## config.mk

```make
export PLATFORM = sky130hd
export DESIGN_NAME = io_unit_mmio
export DESIGN_NICKNAME = d
export VERILOG_FILES = /design/src/rtl/io_unit_mmio.sv
export SDC_FILE = /design/constraint.sdc
export NUM_CORES = 1
export LEC_CHECK = 0
export CAP_MARGIN = 10
export CORE_ASPECT_RATIO = 1.5
export CORE_MARGIN = 3
export CORE_UTILIZATION = 30
export DETAILED_ROUTE_END_ITERATION = 10
export PLACE_DENSITY = 0.57
export RECOVER_POWER = 100
export SYNTH_ARGS = -nofsm -noshare
export SYNTH_HDL_FRONTEND = slang
export SYNTH_SLANG_ARGS = --single-unit
```

## constraint.sdc

```tcl
create_clock -name clk -period 8.35 [get_ports clk]
set_clock_uncertainty 0.05 [all_clocks]
set_input_delay 0.835 -clock clk [delete_from_list [all_inputs] [get_ports clk]]
set_output_delay 0.835 -clock clk [all_outputs]
set_load 0.1 [all_outputs]
```

## src/rtl/io_unit_mmio.sv

```systemverilog
// MMIO unit: LEDs, switch/button hex entry, committed-word FIFO,
// display handshake and a free-running prescaled counter.
module io_unit_mmio #(
  parameter int DATA_WIDTH = 32,
  parameter int LED_WIDTH  = 16,
  parameter int SW_WIDTH   = 16,
  parameter int NDIGITS    = 8,
  parameter int FIFO_DEPTH = 4,
  parameter int CNT_DIV    = 1
) (
  input  logic                   clk,
  input  logic                   rstn,
  input  logic [7:0]             io_addr,
  input  logic [DATA_WIDTH-1:0]  io_dout,
  output logic [DATA_WIDTH-1:0]  io_din,
  input  logic                   io_we,
  input  logic                   io_rd,
  output logic [LED_WIDTH-1:0]   led,
  input  logic [SW_WIDTH-1:0]    sw,
  input  logic                   btnr,
  input  logic                   btnc,
  output logic [4*NDIGITS-1:0]   disp_data
);

  localparam int DW = DATA_WIDTH;
  localparam int TW = 4 * NDIGITS;
  localparam int IW = SW_WIDTH + 2;
  localparam int AW = $clog2(FIFO_DEPTH);
  localparam int CW = $clog2(FIFO_DEPTH + 1);
  localparam int PW = (CNT_DIV > 1) ? $clog2(CNT_DIV) : 1;

  localparam logic [7:0] A_LED = 8'h00;
  localparam logic [7:0] A_SWT = 8'h04;
  localparam logic [7:0] A_RDY = 8'h08;
  localparam logic [7:0] A_SEG = 8'h0C;
  localparam logic [7:0] A_VLD = 8'h10;
  localparam logic [7:0] A_SWX = 8'h14;
  localparam logic [7:0] A_CNT = 8'h18;
  localparam logic [7:0] A_STS = 8'h1C;

  logic [IW-1:0]       s1, s2, s3, pls;
  logic [SW_WIDTH-1:0] sw_p;
  logic [3:0]          h;
  logic                p, ev_bs, ev_cm;

  logic [DW-1:0]       led_data;
  logic [TW-1:0]       tmp;
  logic [TW-1:0]       seg_data;
  logic                seg_rdy;
  logic                ovf;

  logic [TW-1:0]       mem [FIFO_DEPTH];
  logic [AW-1:0]       wp, rp;
  logic [CW-1:0]       fcnt;
  logic                empty, full;
  logic                pop, push, set_ovf;

  logic [DW-1:0]       cnt_data;
  logic [PW-1:0]       pre;

  logic wr_led, wr_seg, wr_cnt, wr_sts;

  always_ff @(posedge clk or negedge rstn) begin
    if (!rstn) begin
      s1 <= '0;
      s2 <= '0;
      s3 <= '0;
    end else begin
      s1 <= {btnr, btnc, sw};
      s2 <= s1;
      s3 <= s2;
    end
  end

  assign pls  = s2 & ~s3;
  assign sw_p = pls[SW_WIDTH-1:0];
  assign p    = |sw_p;

  // Mutually exclusive events after p > btnr > btnc priority
  assign ev_bs = pls[IW-1] & ~p;
  assign ev_cm = pls[IW-2] & ~p & ~pls[IW-1];

  always_comb begin
    h = '0;
    for (int i = SW_WIDTH - 1; i >= 0; i--) begin
      if (sw_p[i]) h = 4'(i);
    end
  end

  assign wr_led = io_we && (io_addr == A_LED);
  assign wr_seg = io_we && (io_addr == A_SEG);
  assign wr_cnt = io_we && (io_addr == A_CNT);
  assign wr_sts = io_we && (io_addr == A_STS);

  assign empty   = (fcnt == '0);
  assign full    = (fcnt == CW'(FIFO_DEPTH));
  assign pop     = io_rd && (io_addr == A_SWX) && !empty;
  assign push    = ev_cm && (!full || pop);
  assign set_ovf = ev_cm && full && !pop;

  always_ff @(posedge clk) begin
    if (push) mem[wp] <= tmp;
  end

  always_ff @(posedge clk or negedge rstn) begin
    if (!rstn) begin
      wp   <= '0;
      rp   <= '0;
      fcnt <= '0;
    end else begin
      if (push) wp <= wp + AW'(1);
      if (pop)  rp <= rp + AW'(1);
      if (push && !pop)      fcnt <= fcnt + CW'(1);
      else if (pop && !push) fcnt <= fcnt - CW'(1);
    end
  end

  always_ff @(posedge clk or negedge rstn) begin
    if (!rstn) begin
      tmp <= '0;
    end else begin
      unique case (1'b1)
        p:     tmp <= (tmp << 4) | TW'(h);
        ev_bs: tmp <= tmp >> 4;
        push:  tmp <= '0;
        default: ;
      endcase
    end
  end

  // A new overflow in the same cycle as a clear stays visible
  always_ff @(posedge clk or negedge rstn) begin
    if (!rstn) begin
      ovf <= 1'b0;
    end else if (set_ovf) begin
      ovf <= 1'b1;
    end else if (wr_sts && io_dout[0]) begin
      ovf <= 1'b0;
    end
  end

  always_ff @(posedge clk or negedge rstn) begin
    if (!rstn) begin
      seg_rdy  <= 1'b1;
      seg_data <= '0;
    end else if (wr_seg) begin
      seg_rdy  <= 1'b0;
      seg_data <= io_dout[TW-1:0];
    end else if (p || ev_bs || ev_cm) begin
      seg_rdy  <= 1'b1;
    end
  end

  always_ff @(posedge clk or negedge rstn) begin
    if (!rstn) begin
      led_data <= '0;
    end else if (wr_led) begin
      led_data <= io_dout;
    end
  end

  always_ff @(posedge clk or negedge rstn) begin
    if (!rstn) begin
      cnt_data <= '0;
      pre      <= '0;
    end else if (wr_cnt) begin
      cnt_data <= io_dout;
      pre      <= '0;
    end else if (pre == PW'(CNT_DIV - 1)) begin
      cnt_data <= cnt_data + DW'(1);
      pre      <= '0;
    end else begin
      pre      <= pre + PW'(1);
    end
  end

  always_comb begin
    io_din = '0;
    case (io_addr)
      A_LED: io_din = led_data;
      A_SWT: io_din = DW'(s2);
      A_RDY: io_din = DW'(seg_rdy);
      A_VLD: io_din = DW'(!empty);
      A_SWX: if (!empty) io_din = DW'(mem[rp]);
      A_CNT: io_din = cnt_data;
      A_STS: io_din = DW'({8'(fcnt), 6'h0, full, ovf});
      default: ;
    endcase
  end

  assign led       = led_data[LED_WIDTH-1:0];
  assign disp_data = seg_rdy ? tmp : seg_data;

endmodule
```

== Yosys cells after proc, flatten, opt, wreduce, memory -nomap -nowiden ==
Memory sizes are Yosys's and may differ from the RTL's.
Index checks and enable logic that the tools add are counted.

* Memories: 1
* Register bits after elaboration: 192
* Input port bits: 62
* Bits in writable memories: 128

* Multiplexer cells: 32
* Eq/ne operators: 9
* Add/subtract/negate cells: 6
* Bitwise logic cells: 8
* Reduce and logical (&&, ||, !) cells: 26

{| class="wikitable"
|+ Memory list
! memory !! depth !! bits a word !! rd ports !! clocked after Yosys merged registers in !! wr ports !! line !! text
|-
| mem || 4 || 32 || 1 || 0 || 1 || 52 || <nowiki>logic [TW-1:0] mem [FIFO_DEPTH];</nowiki>
|}

{| class="wikitable"
|+ Operators with widths
! kind !! number
|-
| 32-bit one-hot mux with 7 select lines || 1
|-
| 32-bit 2-to-1 mux || 4
|-
| 32-bit one-hot mux with 3 select lines || 1
|-
| 4-bit 2-to-1 mux || 16
|-
| 32-bit by 1-bit adder with 32-bit output (second input constant) || 1
|-
| 8-bit by 5-bit == test with 1-bit output (second input constant) || 4
|-
| 32-bit by 4-bit bitwise OR with 32-bit output || 1
|-
| 18-bit AND || 1
|-
| 18-bit NOT || 1
|-
| 8-bit by 4-bit == test with 1-bit output (second input constant) || 2
|-
| 16-bit OR reduction || 1
|-
| 1-bit logical AND || 12
|-
| 8-bit by 3-bit == test with 1-bit output (second input constant) || 1
|-
| 8-bit logical NOT || 1
|-
| 1-bit 2-to-1 mux || 8
|-
| 3-bit 2-to-1 mux || 2
|-
| 2-bit nonzero test || 3
|-
| 2-bit by 1-bit adder with 2-bit output (second input constant) || 2
|-
| 1-bit logical NOT || 4
|-
| 3-bit by 1-bit adder with 3-bit output (second input constant) || 1
|-
| 1-bit AND || 3
|-
| 3-bit == test (second input constant) || 1
|-
| 3-bit logical NOT || 1
|-
| 1-bit logical OR || 3
|-
| other kinds (5) || 6
|}

== Longest topological paths before layout ==
Gate-level depths: netlist (run 1).

* Depth after elaboration: 20
* Depth in mapped cells: 11
* Depth with buffers taken out: 11

== Least setup slack after synthesis (run 1) ==
OpenSTA, ideal clock, no wires.

* Kind: in2out
* Start point: in io_addr[2]
* End point: out io_din[11]
* Data required time: 7.465 ns
* Path slack: 4.483 ns
* Path buffers: 2
* Arrival time: 2.982 ns
* Cell stages on the path: 6
* Cell sequence: buf_2 -> or4b_1 -> nor2_1 -> clkbuf_1 -> a22oi_1 -> nand3_1

* Word-level cells in the longest chain between the ends: 2
* Elaborated cells between the ends (all ways): 8
* Those cells by class: 6 x eq/ne; 1 x mux; 1 x reduce/logical

{| class="wikitable"
|+ RTL lines
! item !! line !! text
|-
| start, declared || 13 || <nowiki>input logic [7:0] io_addr,</nowiki>
|-
| 8-bit by 5-bit == test with 1-bit output (tied with other cells) || 179 || <nowiki>case (io_addr)</nowiki>
|-
| 32-bit one-hot mux with 7 select lines (*) || 179 ||
|-
| end, declared || 15 || <nowiki>output logic [DATA_WIDTH-1:0] io_din,</nowiki>
|}

Every way passes the cells marked *; elsewhere a longest branch is shown, timed or not.

== Final worst setup path (run 1) ==
* Start point: in io_addr[6]
* End point: out io_din[14]

The elaborated chain is that of the path after synthesis.

==> flow_summary_export.csv, run 1 <==
group,metric,value,unit
power_and_ir_drop,switchingPower,0.00104,W
die,die-height,266,um
cts,cts_setup_buffers,0,
logic_synthesis,synth_edf_count,128,
power_and_ir_drop,leakagePower,6.68,nW
worst_setup_path,crit_path_start_kind,"primary input",
global_route,grt_max_degree,70,
hold_path,holdPathEnd,"s2[12]$_DFF_PN0_",
outcome,violations,"capacitance limit, slew limit",
route,drc_errors,0,
power_and_ir_drop,swShare,0.275,
route,drt_wl_total,39000,um
die,ios,142,
worst_setup_path,crit_slowest_cell,"nor4b_1",
cts,htreeDepth,2,
sta,fin_hold_ws,0.297,ns
logic_synthesis,yosys.area_share.simple,0.100,
die,initial_core_util,0.305,
cts,holdBufCountCts,0,
power_and_ir_drop,power_frac_clock,0.387,
sta,min_period_over_period,0.835,
sta,drv_slew,387,
power_and_ir_drop,pwr-share-comb,0.121,
worst_setup_path,reg2reg_to,"mem[2][15]$_DFFE_PP_",
cts,clockRootBuffer,"clkbuf_16",
route,drt_iter0_markers,690,
global_route,grt_pass1_vias,8854,
logic_synthesis,yosysUniqueCellTypes,57,
cells_and_area,drive_above_1_share,0.150,
placed_design,gp_congestion,0.829,
worst_setup_path,slowest_delay,2.11,ns
worst_setup_path,worstPathMaxFanout,19,
cells_and_area,syn_to_final_growth,22.0,%
die,core,44100,um^2
power_and_ir_drop,p_per_area,230,nW/um^2
logic_synthesis,syn_avg_cell_area,13.6,um^2
global_route,overflow,0,
cts,cts_tree,"built",
route,viasPerCell,5.08,
cts,cts_num_sinks,319,
logic_synthesis,synth_seq_cells,319,
logic_synthesis,ys.flop_type,"dfrtp_1",
cts,numCtsBuffers,34,
worst_setup_path,endpoint_kind,"output port",
sta,setup_violations,0,
worst_setup_path,crit_chain,"dlygate4sd3_1, or4_1, nor4b_1, buf_4, a22oi_1, nand3_1, dlygate4sd3_1",
cts,clock_latency,0.51,ns
route,dr.pass1.iters,6,
flow_run,cap_violations,9,
route,route.vias.total,8738,
hold_path,min_from,"s1[12]$_DFF_PN0_",
sta,fin_tns_setup,0,ns
logic_synthesis,seq_area_frac_synth,0.640,
global_route,grt_pass1_wl,58100,um
hold_path,hp-class,"reg -> reg",
sta,fin_crit,6.97,ns
worst_setup_path,rrSetupSlack,2.03,ns
route,ant_nets,0,
die,die_x,179,um
placed_design,dp.final_hpwl,27400,um
placed_design,numPortBuffers,141,
global_route,antenna_found_initial,3,
cts,clkTransAtPathRegs,0.06,ns
cells_and_area,fin_nets,1184,
power_and_ir_drop,vdd_drop_max,0.149,mV
die,rows,94,
logic_synthesis,synthAdderAreaFrac,0.00706,
cts,cts.path.max_buffers,3,
logic_synthesis,synth_top_family_by_area,"multiplexers",
logic_synthesis,synthMuxAreaShare,0.136,
hold_path,hold_depth,0,
power_and_ir_drop,p_total,0.00378,W
logic_synthesis,syn_inst,989,
cells_and_area,fill_cells,4210,
outcome,status,"finished with violations",
cts,post_cts_resized,0,
worst_setup_path,crit_type,"in -> out",
sta,fmax,143,MHz
logic_synthesis,synth_fp_nets,1058,
worst_setup_path,worstPathArrival,6.08,ns
sta,rsz0062_at_grt,"false",
sta,max-slew-margin-rel,-1.61,
logic_synthesis,yosys_warnings,0,
route,wl_per_cell,22.7,um
logic_synthesis,syn_area,13500,um^2
sta,finalHoldViolations,0,
logic_synthesis,ys_async_sr_fraction,0.599,
power_and_ir_drop,p_int,0.00274,W
global_route,grt_usage,0.164,
logic_synthesis,synth_xor_area_frac,0.0234,
die,die_area,47500,um^2
sta,worst_slew_pin_slew,3.92,ns
worst_setup_path,cp_common_cell,"dlygate4sd3_1",
worst_setup_path,r2r_cells,8,
logic_synthesis,synth_compound_area_frac,0.0600,
worst_setup_path,cp_data_required_time,7.47,ns
power_and_ir_drop,seqPwrFrac,0.492,
worst_setup_path,r2r-start,"s2[2]$_DFF_PN0_",
-- cell usage after synthesis, drive strengths merged (2+ instances only) --
| master | n | area share |
|---|---|---|
| a31oi | 24 | 0.011 |
| nor4b | 3 | 0.0031 |
| ha | 6 | 0.0056 |
| edfxtp | 128 | 0.29 |
| nand2 | 86 | 0.024 |
| a311oi | 2 | 0.0013 |
| or4b | 2 | 0.0015 |
| nor3 | 7 | 0.0030 |
| mux2 | 99 | 0.083 |
| a222oi | 18 | 0.013 |
| nor2 | 73 | 0.021 |
| or3 | 2 | 0.00093 |
| and3 | 6 | 0.0028 |
| dfrtp | 190 | 0.35 |
| buf | 32 | 0.014 |
| mux4 | 32 | 0.054 |
| inv | 28 | 0.0078 |
| nand2b | 14 | 0.0065 |
| nand3 | 56 | 0.021 |
| o31ai | 2 | 0.0011 |
| and2 | 5 | 0.0023 |
| o21ai | 5 | 0.0019 |
| clkbuf | 37 | 0.010 |
| nor2b | 8 | 0.0037 |
| xnor2 | 13 | 0.0085 |
| o22ai | 4 | 0.0019 |
| or4 | 2 | 0.0014 |
| nor4 | 4 | 0.0030 |
| nand4 | 10 | 0.0046 |
| xor2 | 23 | 0.015 |
| a22oi | 18 | 0.010 |
| a21oi | 35 | 0.013 |
-- flip-flops by register name (all words and copies together) (netlist names) --
register  count
tmp          32
wp            2
fcnt          3
mem         128
s2           18
s3           18
s1           18
rp            2
cnt_data     32
seg_data     32
ovf           1
led_data     32
seg_rdy       1
-- area by class of cell --
type	count	area (um^2)	share of cell area
diodes	2	5.00	0.000304
repair buffers	159	1520	0.0926
inverters	28	105	0.00639
flip-flops and latches	319	8630	0.525
clock buffers	46	990	0.0602
well taps	576	721	0.0438
clock inverters	16	101	0.00617
multi-input cells	573	4370	0.266
-- kinds of logic after synthesis --
| kind of cell | Yosys count |
|---|---|
| AOI/OAI and AO/OA | 118 |
| xor gates and xnor gates | 36 |
| adders and majority gates | 7 |
| buffers and inverters | 97 |
| DFF | 319 |
| muxes | 131 |
| and+or+nand+nor | 281 |
-- critical path, delay by kind of cell --
family / cells / cell delay, ns
buffers and inverters: 3 / 2.32
and+or+nand+nor: 3 / 2.80
AOI/OAI and AO/OA: 1 / 0.12
-- stage by stage --
| stage | util | instance area [um^2] | std cells | worst slack [ns] |
|---|---|---|---|---|
| after global placement | 0.350 | 15400 | 1655 | 2.90 |
| after global routing | 0.373 | 16400 | 1718 | 1.32 |
| after floorplan | - | 13500 | 989 | 4.48 |
| after detailed placement | 0.350 | 15400 | 1655 | 2.83 |
| after CTS | 0.374 | 16500 | 1717 | 2.81 |
| final | 0.373 | 16400 | 1719 | 1.38 |
-- layer usage --
metal	track usage	vias to the layer above	part of all wire	wire, um
met2	0.284	338	0.51	20000
met5	0	-	0.00072	28
met4	0.0451	4	0.023	908
met1	0.204	4464	0.39	15300
met3	0.0393	57	0.069	2690
li1	-	3875	-	-
-- cell usage in the layout, fill, tap and decap left out, types with 24 or more instances in the layout --
cell type / synthesis / routed
clkbuf_16: 0 / 37
nand3_1: 56 / 56
nor2_1: 72 / 73
mux4_2: 32 / 32
mux2_2: 68 / 68
mux2_1: 31 / 31
edfxtp_1: 128 / 128
a31oi_1: 24 / 24
a21oi_1: 35 / 35
inv_1: 28 / 28
clkdlybuf4s50_1: 0 / 54
nand2_1: 85 / 85
dfrtp_1: 190 / 189
dlygate4sd3_1: 0 / 86
-- power by group through the flow --
stage / combinational [W] / sequential, W / clock, W
after global routing: 0.000486 / 0.00187 / 0.00156
after global placement: 0.000471 / 0.00189 / 0
final: 0.000456 / 0.00186 / 0.00146
after floorplan: 0.000336 / 0.00183 / 0
after CTS: 0.000477 / 0.00186 / 0.00150
after detailed placement: 0.000474 / 0.00189 / 0
-- how the worst max path moves through the flow --
stage	end	startpoint	cells past startpoint
2_1_floorplan	io_din[11]	io_addr[2]	6
3_3_place_gp	io_din[10]	io_addr[2]	7
3_5_place_dp	io_din[8]	io_addr[2]	7
4_1_cts	io_din[8]	io_addr[2]	7
5_1_grt	io_din[14]	io_addr[6]	7
6_report	io_din[14]	io_addr[6]	7
No activity file was read; power rests on OpenSTA's default activity.
==> inputs of run 2 (changes only) <==
Settings changed: PLACE_DENSITY 0.57 to 0.58.
Clock period 8.35 ns to 6.31 ns, I/O delays scaled along.
==> flow_summary_export.csv, run 2 (synthesis results as in run 1) <==
group,metric,value,unit
worst_setup_path,r2r_cells,7,
cts,cts_setup_buffers,0,
worst_setup_path,reg2reg_to,"mem[1][11]$_DFFE_PP_",
cells_and_area,diodes,0,
cts,cts_tree,"built",
die,die_area,47500,um^2
global_route,grt_usage,0.159,
worst_setup_path,endpoint_kind,"output port",
placed_design,gp_congestion,0.846,
outcome,violations,"capacitance limit, slew limit",
worst_setup_path,worstPathMaxFanout,19,
cts,cts_num_sinks,319,
cts,cts.path.max_buffers,3,
cts,post_cts_resized,0,
cts,holdBufCountCts,0,
cells_and_area,syn_to_final_growth,22.1,%
cells_and_area,mostFrequentLayoutCells,"dfrtp_1 (189), edfxtp_1 (128), nand2_1 (85), dlygate4sd3_1 (81), nor2_1 (73)",
sta,fin_tns_setup,0,ns
route,topRoutingLayerUsed,"met4",
route,drt_iter0_markers,814,
worst_setup_path,rrSetupSlack,1.78,ns
global_route,grt_pass1_vias,8736,
sta,fmax,184,MHz
die,die-height,266,um
power_and_ir_drop,switchingPower,0.00140,W
route,drc_errors,0,
route,ant_nets,0,
hold_path,hp-class,"in -> async",
worst_setup_path,cp_data_required_time,5.63,ns
cts,htreeDepth,2,
global_route,grt_max_degree,99,
placed_design,dp_slack,1.47,ns
power_and_ir_drop,vdd_drop_max,0.178,mV
placed_design,dp.final_hpwl,26600,um
cells_and_area,post-route-util,0.373,
route,wl_per_cell,22.3,um
cells_and_area,largest_reg_flops,128,
cts,clockRootBuffer,"clkbuf_16",
global_route,grt_pass1_wl,56500,um
die,rows,94,
cts,clkTransAtPathRegs,0.07,ns
power_and_ir_drop,p_per_area,305,nW/um^2
worst_setup_path,r2r-start,"fcnt[0]$_DFFE_PN0P_",
cells_and_area,regMostFlops,"mem",
power_and_ir_drop,p_int,0.00362,W
global_route,antenna_found_initial,0,
power_and_ir_drop,swShare,0.278,
cts,numCtsBuffers,34,
die,core,44100,um^2
sta,worst_slew_pin_slew,2.92,ns
die,ios,142,
power_and_ir_drop,pwr-share-comb,0.121,
sta,setup_violations,0,
worst_setup_path,crit_path_start_kind,"primary input",
route,dr.pass1.iters,8,
sta,max-slew-margin-rel,-0.944,
flow_run,cap_violations,6,
worst_setup_path,crit_type,"in -> out",
sta,fin_crit,5.45,ns
route,drt_wl_total,38200,um
sta,min_period_over_period,0.863,
route,route.vias.total,8699,
power_and_ir_drop,seqPwrFrac,0.489,
die,initial_core_util,0.305,
cells_and_area,fin_nets,1185,
worst_setup_path,worstPathArrival,4.76,ns
global_route,overflow,0,
cells_and_area,drive_above_1_share,0.165,
placed_design,numPortBuffers,141,
power_and_ir_drop,power_frac_clock,0.391,
sta,rsz0062_at_grt,"false",
die,die_x,179,um
route,met2_length,18700,um
sta,finalHoldViolations,0,
route,wl_met3,2100,um
cells_and_area,final_common_cell,"dfrtp_1",
sta,drv_slew,212,
route,viasPerCell,5.06,
outcome,status,"finished with violations",
sta,setup_ws,0.865,ns
route,wl_met1,15700,um
cts,clock_latency,0.53,ns
power_and_ir_drop,leakagePower,6.70,nW
run 2: final cells by class:
type	instances	area, um^2
repair buffers	160	1510
flip-flops and latches	319	8630
inverters	28	105
multi-input cells	573	4400
well taps	576	721
clock buffers	42	891
clock inverters	20	196
fillers	4241	27700
run 2: worst max-delay path, stage by stage:
cell             delay [ns]
clkdlybuf4s50_1        0.43
or4b_1                 0.68
nor3_1                 1.27
clkbuf_1               0.95
nand2_1                0.14
nand3_1                0.16
clkbuf_2               0.47
run 2: worst max-delay path by stage:
stage	from	slack (ns)	endpoint	cells past startpoint
finish	io_addr[7]	0.86	io_din[11]	7
global route	io_addr[7]	0.66	io_din[15]	7
CTS	io_addr[2]	1.45	io_din[18]	6
detailed placement	io_addr[2]	1.47	io_din[18]	6
global placement	io_addr[2]	1.55	io_din[18]	6
floorplan	io_addr[2]	2.85	io_din[11]	6
run 2: layer usage:
metal / track usage / vias up
met4: 0.0630 / 0
met1: 0.207 / 4431
met3: 0.0253 / 79
met5: 0 / -
li1: - / 3868
met2: 0.264 / 321
run 2: per-stage QoR:
stage | power, W | cell area (um^2) | instances | hold slack (ns)
after floorplan | 0.00287 | 13500 | 989 | 0.281
after global placement | 0.00311 | 15400 | 1656 | 0.284
after detailed placement | 0.00312 | 15400 | 1656 | 0.286
after CTS | 0.00509 | 16500 | 1718 | 0.148
after global routing | 0.00520 | 16400 | 1718 | 0.142
final | 0.00502 | 16400 | 1718 | 0.0730
run 2: power groups by stage:
stage / Combinational (W) / Clock (W) / Sequential, W
after CTS: 0.000627 / 0.00201 / 0.00245
after global routing: 0.000642 / 0.00209 / 0.00247
after floorplan: 0.000444 / 0 / 0.00242
final: 0.000605 / 0.00196 / 0.00245
after global placement: 0.000621 / 0 / 0.00249
after detailed placement: 0.000624 / 0 / 0.00249
